[config.mk]
export PLATFORM = sky130hd
export DESIGN_NAME = lw_axi_bch_regs
export DESIGN_NICKNAME = d
export VERILOG_FILES = /design/src/rtl/lw_axi_bch_regs.sv
export SDC_FILE = /design/constraint.sdc
export NUM_CORES = 1
export LEC_CHECK = 0
export CAP_MARGIN = 20
export CELL_PAD_IN_SITES_DETAIL_PLACEMENT = 0
export CELL_PAD_IN_SITES_GLOBAL_PLACEMENT = 1
export CORE_MARGIN = 2
export CORE_UTILIZATION = 35
export DETAILED_ROUTE_END_ITERATION = 12
export PLACE_DENSITY_LB_ADDON = 0.1
export SYNTH_ARGS = -nofsm -noshare
export SYNTH_HDL_FRONTEND = slang
export SYNTH_SLANG_ARGS = --single-unit
[constraint.sdc]
create_clock -name clk -period 2.6 [get_ports clk]
set_input_delay 0.39 -clock clk [delete_from_list [all_inputs] [get_ports clk]]
set_output_delay 0.39 -clock clk [all_outputs]
set_load 0.005 [all_outputs]
[src/rtl/lw_axi_bch_regs.sv]
// Single-beat AXI3 slave and control/status register bank for the BCH codec.
// Terminates the lightweight H2F AXI channels and drives the core start/done handshake.
module lw_axi_bch_regs #(
    parameter int          ADDR_W  = 21,
    parameter int          ID_W    = 12,
    parameter logic [31:0] VERSION = 32'h0BC4_0001
) (
    input  logic              clk,
    input  logic              rst_n,

    input  logic [ID_W-1:0]   s_axi_awid,
    input  logic [ADDR_W-1:0] s_axi_awaddr,
    input  logic              s_axi_awvalid,
    output logic              s_axi_awready,

    input  logic [31:0]       s_axi_wdata,
    input  logic [3:0]        s_axi_wstrb,
    input  logic              s_axi_wvalid,
    output logic              s_axi_wready,

    output logic [ID_W-1:0]   s_axi_bid,
    output logic [1:0]        s_axi_bresp,
    output logic              s_axi_bvalid,
    input  logic              s_axi_bready,

    input  logic [ID_W-1:0]   s_axi_arid,
    input  logic [ADDR_W-1:0] s_axi_araddr,
    input  logic              s_axi_arvalid,
    output logic              s_axi_arready,

    output logic [ID_W-1:0]   s_axi_rid,
    output logic [31:0]       s_axi_rdata,
    output logic [1:0]        s_axi_rresp,
    output logic              s_axi_rlast,
    output logic              s_axi_rvalid,
    input  logic              s_axi_rready,

    output logic              core_start_o,
    output logic              core_mode_o,
    output logic [31:0]       core_data_o,
    input  logic              core_done_i,
    input  logic [31:0]       core_result_i,
    input  logic [3:0]        core_errcnt_i
);

    localparam logic [2:0] REG_CTRL     = 3'd0;
    localparam logic [2:0] REG_STATUS   = 3'd1;
    localparam logic [2:0] REG_DATA_IN  = 3'd2;
    localparam logic [2:0] REG_DATA_OUT = 3'd3;
    localparam logic [2:0] REG_SCRATCH  = 3'd4;
    localparam logic [2:0] REG_ID       = 3'd5;

    localparam logic [1:0] RESP_OKAY   = 2'b00;
    localparam logic [1:0] RESP_SLVERR = 2'b10;

    // Readys stay low until the first edge after reset release.
    logic              rst_done_reg;

    logic              aw_held_reg;
    logic              w_held_reg;
    logic [ID_W-1:0]   awid_hold_reg;
    logic [2:0]        awidx_hold_reg;
    logic [31:0]       wdata_hold_reg;
    logic [3:0]        wstrb_hold_reg;

    logic              bvalid_reg;
    logic [ID_W-1:0]   bid_reg;
    logic [1:0]        bresp_reg;

    logic              rvalid_reg;
    logic [ID_W-1:0]   rid_reg;
    logic [31:0]       rdata_reg;
    logic [1:0]        rresp_reg;

    logic              mode_reg;
    logic              busy_reg;
    logic              done_reg;
    logic              start_ovr_reg;
    logic              core_start_reg;
    logic [3:0]        errcnt_reg;
    logic [31:0]       data_in_reg;
    logic [31:0]       data_out_reg;
    logic [31:0]       scratch_reg;

    logic              aw_hs;
    logic              w_hs;
    logic              ar_hs;
    logic              b_hs;
    logic              r_hs;
    logic              commit;
    logic              wr_ctrl;
    logic              wr_status;
    logic              wr_data_in;
    logic              wr_scratch;
    logic              start_req;
    logic              done_evt;
    logic              start_accept;
    logic              start_drop;

    logic [31:0]       data_in_next;
    logic [31:0]       scratch_next;
    logic              busy_next;
    logic              done_next;
    logic              start_ovr_next;
    logic              mode_next;
    logic [1:0]        bresp_next;
    logic [31:0]       rdata_next;
    logic [1:0]        rresp_next;

    // Only address bits [4:2] decode; the rest alias the bank.
    logic              unused_addr_bits;
    assign unused_addr_bits = ^{s_axi_awaddr[ADDR_W-1:5], s_axi_awaddr[1:0],
                                s_axi_araddr[ADDR_W-1:5], s_axi_araddr[1:0]};

    assign s_axi_awready = rst_done_reg && !aw_held_reg;
    assign s_axi_wready  = rst_done_reg && !w_held_reg;
    assign s_axi_arready = rst_done_reg && !rvalid_reg;

    assign aw_hs  = s_axi_awvalid && s_axi_awready;
    assign w_hs   = s_axi_wvalid && s_axi_wready;
    assign ar_hs  = s_axi_arvalid && s_axi_arready;
    assign b_hs   = bvalid_reg && s_axi_bready;
    assign r_hs   = rvalid_reg && s_axi_rready;
    assign commit = aw_held_reg && w_held_reg && (!bvalid_reg || s_axi_bready);

    assign wr_ctrl    = commit && (awidx_hold_reg == REG_CTRL);
    assign wr_status  = commit && (awidx_hold_reg == REG_STATUS) && wstrb_hold_reg[0];
    assign wr_data_in = commit && (awidx_hold_reg == REG_DATA_IN);
    assign wr_scratch = commit && (awidx_hold_reg == REG_SCRATCH);

    // Completion is handled before a same-cycle start, so that start sees the core idle.
    assign start_req    = wr_ctrl && wstrb_hold_reg[0] && wdata_hold_reg[0];
    assign done_evt     = core_done_i && busy_reg;
    assign start_accept = start_req && (!busy_reg || done_evt);
    assign start_drop   = start_req && busy_reg && !done_evt;

    genvar gi;
    generate
        for (gi = 0; gi < 4; gi++) begin : g_byte
            assign data_in_next[gi*8 +: 8] = (wr_data_in && wstrb_hold_reg[gi]) ?
                                             wdata_hold_reg[gi*8 +: 8] : data_in_reg[gi*8 +: 8];
            assign scratch_next[gi*8 +: 8] = (wr_scratch && wstrb_hold_reg[gi]) ?
                                             wdata_hold_reg[gi*8 +: 8] : scratch_reg[gi*8 +: 8];
        end
    endgenerate

    always_comb begin
        mode_next      = mode_reg;
        busy_next      = busy_reg;
        done_next      = done_reg;
        start_ovr_next = start_ovr_reg;

        if (wr_ctrl && wstrb_hold_reg[0]) begin
            mode_next = wdata_hold_reg[1];
        end

        if (start_accept) begin
            busy_next = 1'b1;
        end else if (done_evt) begin
            busy_next = 1'b0;
        end

        // A completion in the same cycle as a W1C keeps DONE set.
        if (done_evt) begin
            done_next = 1'b1;
        end else if (wr_status && wdata_hold_reg[1]) begin
            done_next = 1'b0;
        end

        if (start_drop) begin
            start_ovr_next = 1'b1;
        end else if (wr_status && wdata_hold_reg[2]) begin
            start_ovr_next = 1'b0;
        end
    end

    always_comb begin
        bresp_next = (awidx_hold_reg[2:1] == 2'b11) ? RESP_SLVERR : RESP_OKAY;
    end

    always_comb begin
        rdata_next = 32'h0;
        rresp_next = RESP_OKAY;
        case (s_axi_araddr[4:2])
            REG_CTRL:     rdata_next = {30'h0, mode_reg, 1'b0};
            REG_STATUS:   rdata_next = {20'h0, errcnt_reg, 5'h0, start_ovr_reg, done_reg, busy_reg};
            REG_DATA_IN:  rdata_next = data_in_reg;
            REG_DATA_OUT: rdata_next = data_out_reg;
            REG_SCRATCH:  rdata_next = scratch_reg;
            REG_ID:       rdata_next = VERSION;
            default:      rresp_next = RESP_SLVERR;
        endcase
    end

    always_ff @(posedge clk or negedge rst_n) begin
        if (!rst_n) begin
            rst_done_reg   <= 1'b0;
            aw_held_reg    <= 1'b0;
            w_held_reg     <= 1'b0;
            awid_hold_reg  <= '0;
            awidx_hold_reg <= 3'h0;
            wdata_hold_reg <= 32'h0;
            wstrb_hold_reg <= 4'h0;
            bvalid_reg     <= 1'b0;
            bid_reg        <= '0;
            bresp_reg      <= RESP_OKAY;
        end else begin
            rst_done_reg <= 1'b1;

            if (aw_hs) begin
                aw_held_reg    <= 1'b1;
                awid_hold_reg  <= s_axi_awid;
                awidx_hold_reg <= s_axi_awaddr[4:2];
            end else if (commit) begin
                aw_held_reg <= 1'b0;
            end

            if (w_hs) begin
                w_held_reg     <= 1'b1;
                wdata_hold_reg <= s_axi_wdata;
                wstrb_hold_reg <= s_axi_wstrb;
            end else if (commit) begin
                w_held_reg <= 1'b0;
            end

            if (commit) begin
                bvalid_reg <= 1'b1;
                bid_reg    <= awid_hold_reg;
                bresp_reg  <= bresp_next;
            end else if (b_hs) begin
                bvalid_reg <= 1'b0;
            end
        end
    end

    always_ff @(posedge clk or negedge rst_n) begin
        if (!rst_n) begin
            rvalid_reg <= 1'b0;
            rid_reg    <= '0;
            rdata_reg  <= 32'h0;
            rresp_reg  <= RESP_OKAY;
        end else if (ar_hs) begin
            rvalid_reg <= 1'b1;
            rid_reg    <= s_axi_arid;
            rdata_reg  <= rdata_next;
            rresp_reg  <= rresp_next;
        end else if (r_hs) begin
            rvalid_reg <= 1'b0;
        end
    end

    always_ff @(posedge clk or negedge rst_n) begin
        if (!rst_n) begin
            mode_reg       <= 1'b0;
            busy_reg       <= 1'b0;
            done_reg       <= 1'b0;
            start_ovr_reg  <= 1'b0;
            core_start_reg <= 1'b0;
            errcnt_reg     <= 4'h0;
            data_in_reg    <= 32'h0;
            data_out_reg   <= 32'h0;
            scratch_reg    <= 32'h0;
        end else begin
            mode_reg       <= mode_next;
            busy_reg       <= busy_next;
            done_reg       <= done_next;
            start_ovr_reg  <= start_ovr_next;
            core_start_reg <= start_accept;
            data_in_reg    <= data_in_next;
            scratch_reg    <= scratch_next;
            if (done_evt) begin
                data_out_reg <= core_result_i;
                errcnt_reg   <= core_errcnt_i;
            end
        end
    end

    assign s_axi_bvalid = bvalid_reg;
    assign s_axi_bid    = bid_reg;
    assign s_axi_bresp  = bresp_reg;
    assign s_axi_rvalid = rvalid_reg;
    assign s_axi_rlast  = rvalid_reg;
    assign s_axi_rid    = rid_reg;
    assign s_axi_rdata  = rdata_reg;
    assign s_axi_rresp  = rresp_reg;
    assign core_start_o = core_start_reg;
    assign core_mode_o  = mode_reg;
    assign core_data_o  = data_in_reg;

endmodule

# [Word level (Yosys, flattened, before mapping)]
# Index checks and enable logic that the tools add are counted.
[word_totals] register_bits=221 inputBits=146 output_inout_bits=100
[classes] eq_ne=9 n_mux=16 reduce_logical=49
[ops] operator="$pmux 32 s6" n=1
[ops] operator="$logic_and 1x1->1" n=31
[ops] operator="$reduce_bool 2->1" n=7
[ops] operator="$mux 1" n=13
[ops] operator="$eq 3x2->1 const B" n=3
[ops] operator="$eq 3x3->1 const B" n=3
[ops] operator="$eq 3x1->1 const B" n=2
[ops] operator="$logic_not 1->1" n=6
[ops] operator="$logic_not 3->1" n=2
[ops] operator="$reduce_or 6->1" n=1
[ops] operator="$mux 2" n=2
[ops] operator="$eq 2x2->1 const B" n=1
[ops] operator="$logic_or 1x1->1" n=2

# [Logic depth before layout (Yosys ltp)]
[logic_depth] word_depth=9 mapped_depth=7 ltp_nobuf=4

# [Least setup slack after synthesis]
# Ideal clock, no wire load.
[synth_path] path_type="register -> register" from="register bvalid_reg, in the netlist s_axi_bvalid" to="register data_in_reg[10], in the netlist core_data_o[10]" setup_ns=0.125 arrival_time_ns=1.448 setup_slack_ns=1.027 stages_incl_launch_ff=6 path_buffers=1 synth_period_minus_slack_ns=1.573 cell_sequence="dfrtp_1 nor2b_4 nor4_1 and2_1 buf_6 mux2_2"
[synth_via] elab_chain_len=5
[synth_lines] element="start, declared" line="66" source="logic bvalid_reg;"
[synth_lines] element="start signal, assigned" line="204" source="bvalid_reg <= 1'b0;"
[synth_lines] element="start signal, assigned" line="227" source="bvalid_reg <= 1'b1;"
[synth_lines] element="start signal, assigned" line="231" source="bvalid_reg <= 1'b0;"
[synth_lines] element="$logic_not 1->1" line="124" source="assign commit = aw_held_reg && w_held_reg && (!bvalid_reg || s_axi_bready);"
[synth_lines] element="$logic_or 1x1->1" line="124"
[synth_lines] element="$logic_and 1x1->1" line="124"
[synth_lines] element="$logic_and 1x1->1" line="128" source="assign wr_data_in = commit && (awidx_hold_reg == REG_DATA_IN);"
[synth_lines] element="$logic_and 1x1->1" line="140" source="assign data_in_next[gi*8 +: 8] = (wr_data_in && wstrb_hold_reg[gi]) ?"
[synth_lines] element="end signal, assigned" line="269" source="data_in_reg <= data_in_next;"
[synth_lines] element="end, declared" line="81" source="logic [31:0] data_in_reg;"
# Every way passes these cells.
# A chain may end at the register's enable or synchronous reset.

# [Final worst setup path]
[layout_path] from="register rvalid_reg, in the netlist s_axi_rlast" to="output s_axi_arready"
[layout_via] elab_chain_len=2
[layout_lines] element="start, declared" line="70" source="logic rvalid_reg;"
[layout_lines] element="start signal, assigned" line="238" source="rvalid_reg <= 1'b0;"
[layout_lines] element="start signal, assigned" line="243" source="rvalid_reg <= 1'b1;"
[layout_lines] element="start signal, assigned" line="248" source="rvalid_reg <= 1'b0;"
[layout_lines] element="$logic_not 1->1" line="117" source="assign s_axi_arready = rst_done_reg && !rvalid_reg;"
[layout_lines] element="$logic_and 1x1->1" line="117"
[layout_lines] element="end, declared" line="29" source="output logic s_axi_arready,"
# Every way passes these cells.

==> flow_summary.toml <==
[status]
outcome = "complete, no violations"

[power_and_ir_drop]
p_leak_nw = 5.520
ir_drop_mv = 0.4612
power_density_nw_per_um2 = 951.9

[clocking]
cts_tree = "done"
clock-root-buffer = "clkbuf_16"
path_clk_slew_ns = 0.06
cts.sinks = 219
insertion_delay_ns = 0.52
clk_path_buf_depth = 3
cts_buffers = 26
htree_levels = 1

[logic_synthesis]
synth_edf_count = 0
ys_seq_elements = 219
synth-async-reset-ratio_pct = 100.0
syn_inst = 677
seq_area_frac_synth_pct = 60.30
syn_avg_cell_area_um2 = 13.42
syn_area_um2 = 9089
synth_cell_types = 40
synthFlopType = "dfrtp_1"
yosys_warnings = 0

[timing]
fin_tns_setup_ns = 0
finClkSkew_ns = 0.01871
min_period_ns = 2.127
max_freq_mhz = 470.2
worst_pin_slew_ns = 0.7152
rsz0062_at_grt = "no"
slew_violations = 0
period_share_pct = 81.79
setup_slack_ns = 0.4734
hold_viol_final = 0
relSlewSlack_pct = 52.20
setup_viol_count_final = 0

[die]
die_area_um2 = 27270
ioPinCount = 246
die_w_um = 165.1
die_h_um = 165.1
row_count = 58
core-area_um2 = 25330
start_util_pct = 35.89

[setup_path]
cp-start-kind = "flip-flop"
crit_cells = 2
r2r_start = "awidx_hold_reg[2]"
cpMaxStageDelayCell = "clkdlybuf4s50_1"
crit_start = "s_axi_rlast"
path_cells = "nor2b_1, clkdlybuf4s50_1"
path_class = "flip-flop to output port"
path_delay_family = "buffers and inverters"
rr_endpoint = "core_data_o[11]"
worst-path-max-fanout = 4
endpoint = "s_axi_arready"
cp.required_ns = 2.21
worst_path_largest_cell_delay_ns = 0.58
reg2regPathDepth = 4
path_buf_inv = 1
r2r_setup_slack_ns = 0.61
critPathCaptureType = "output port"
cp_data_arrival_time_ns = 1.74

[grt]
grt_max_degree = 86
grt_pass1_wl_um = 37280
track_usage_pct = 17.73
first_global_vias = 6612
grt_overflow = 0
antenna_found_initial = 1

[final_layout]
drive_gt1_share_pct = 27.47
layout.nets = 1042
syn_to_final_growth_pct = 36.61
fill_cells = 2198

[job]
cap_violations = 0

[detailed_routing]
dr_total_vias = 6053
wl_per_cell_um = 19.17
drt_iter0_markers = 314
vias_per_cell = 4.878
wl_um = 23790
drc_errors = 0
antenna_left = 0
drt_first_pass_iters = 4

[placed_design]
dp_hpwl_um = 16470
place.gp.congestion = 0.7992
place_ws_ns = 0.2412
io_buffers = 207

[hold_path]
hold_path_class = "primary input to flip-flop"
layer usage:
metal | share of wire [%] | routed length (um) | global-route usage (%) | vias up
met4 | 2.0 | 471 | 4.585 | 2
li1 | - | - | - | 2804
met2 | 49 | 11730 | 30.00 | 163
met1 | 43 | 10130 | 23.21 | 3043
met3 | 6.1 | 1443 | 3.746 | 41
met5 | 0.050 | 12 | 0 | -
metrics by stage:
step | cells | instance area (um^2) | utilization, % | power, mW | hold slack [ns]
finish | 1241 | 12420 | 49.02 | 11.82 | 0.4008
global route | 1240 | 12410 | 49.01 | 12.56 | 0.3835
CTS | 1240 | 12410 | 49.01 | 12.02 | 0.3727
detailed placement | 1197 | 11580 | 45.71 | 8.462 | 0.4502
global placement | 1197 | 11580 | 45.71 | 8.296 | 0.4296
floorplan | 678 | 9092 | - | 6.814 | 0.09441
cells by family (layout without fill, tap and decap cells):
| family | count (synthesis) | after routing | synth area share (%) |
|---|---|---|---|
| flops | 219 | 219 | 60.30 |
| mux | 195 | 195 | 24.13 |
| simple gates | 139 | 139 | 7.489 |
| compound gates | 80 | 80 | 5.190 |
| buf+inv | 42 | 274 | 2.808 |
| other cells | 2 | 4 | 0.08263 |
layout by cell type, fill, tap and decap left out, types with 5 or more instances in the layout:
| master | n |
|---|---|
| or2_2 | 5 |
| o21ai_0 | 22 |
| mux2_2 | 161 |
| clkbuf_16 | 27 |
| a22oi_1 | 5 |
| a21oi_1 | 33 |
| dfrtp_1 | 219 |
| nor2_1 | 34 |
| o21a_1 | 7 |
| clkdlybuf4s50_1 | 205 |
| clkbuf_1 | 5 |
| mux2_4 | 8 |
| clkbuf_8 | 6 |
| buf_4 | 16 |
| mux2i_1 | 26 |
| buf_12 | 6 |
| o221ai_1 | 6 |
| nand2_1 | 62 |
power breakdown:
part           internal (mW)  switching (mW)  total, mW
sequential              4.57           0.755       5.33
combinational           1.97            1.05       3.02
clock                   2.14            1.33       3.47
worst register-to-register path: stages, from the launching register on:
cell	delay [ns]
dfrtp_1	0.49
nor4_1	0.60
and2_1	0.22
buf_4	0.20
mux2_2	0.36
Yosys cell counts, types with 2 or more instances:
master | n | area share (%)
dfrtp_1 | 219 | 60
mux2_2 | 161 | 20
nand2_1 | 64 | 2.6
nor2_1 | 34 | 1.4
a21oi_1 | 33 | 1.8
mux2i_1 | 26 | 2.9
o21ai_0 | 22 | 1.2
buf_2 | 18 | 0.99
buf_4 | 10 | 0.83
mux2_4 | 8 | 1.3
clkbuf_1 | 7 | 0.29
o21a_1 | 7 | 0.58
o221ai_1 | 6 | 0.58
a22oi_1 | 5 | 0.41
buf_6 | 5 | 0.62
nand2b_1 | 5 | 0.34
or2_2 | 5 | 0.34
and2_1 | 4 | 0.28
nor2b_1 | 4 | 0.28
and4_2 | 3 | 0.33
nand3_1 | 3 | 0.17
nand4_1 | 3 | 0.21
o21ai_1 | 3 | 0.17
and2b_1 | 2 | 0.17
conb_1 | 2 | 0.083
inv_1 | 2 | 0.083
nand2_2 | 2 | 0.14
nor2b_4 | 2 | 0.30
worst min-delay path by stage:
stage                   start                to  slack (ns)  depth (start not counted)
2_1_floorplan           rst_n       aw_held_reg        0.09                          0
3_3_place_gp            rst_n  data_out_reg[16]        0.43                          1
3_5_place_dp            rst_n  data_out_reg[16]        0.45                          1
4_1_cts         s_axi_arid[8]      s_axi_rid[8]        0.37                          3
5_1_grt         s_axi_arid[3]      s_axi_rid[3]        0.38                          3
6_report       s_axi_arid[11]     s_axi_rid[11]        0.40                          3
layout make-up:
class / count / area, um^2 / share of cell area, %
timing repair buffer: 230 / 2322 / 18.70
multi-input combinational: 417 / 3364 / 27.10
tap: 330 / 412.9 / 3.326
antenna: 1 / 2.502 / 0.02016
inverter: 2 / 7.507 / 0.06047
sequential: 219 / 5480 / 44.14
clock buffer: 38 / 777.0 / 6.258
clock inverter: 4 / 48.80 / 0.3930
timing repair:
item | CTS | global route
hold buffers | 1 | 0
buffers inserted | 0 | 0
gates resized for setup | 0 | 0
hold endpoints to repair | 80 | 0
Power figures use the tool's default switching activity.
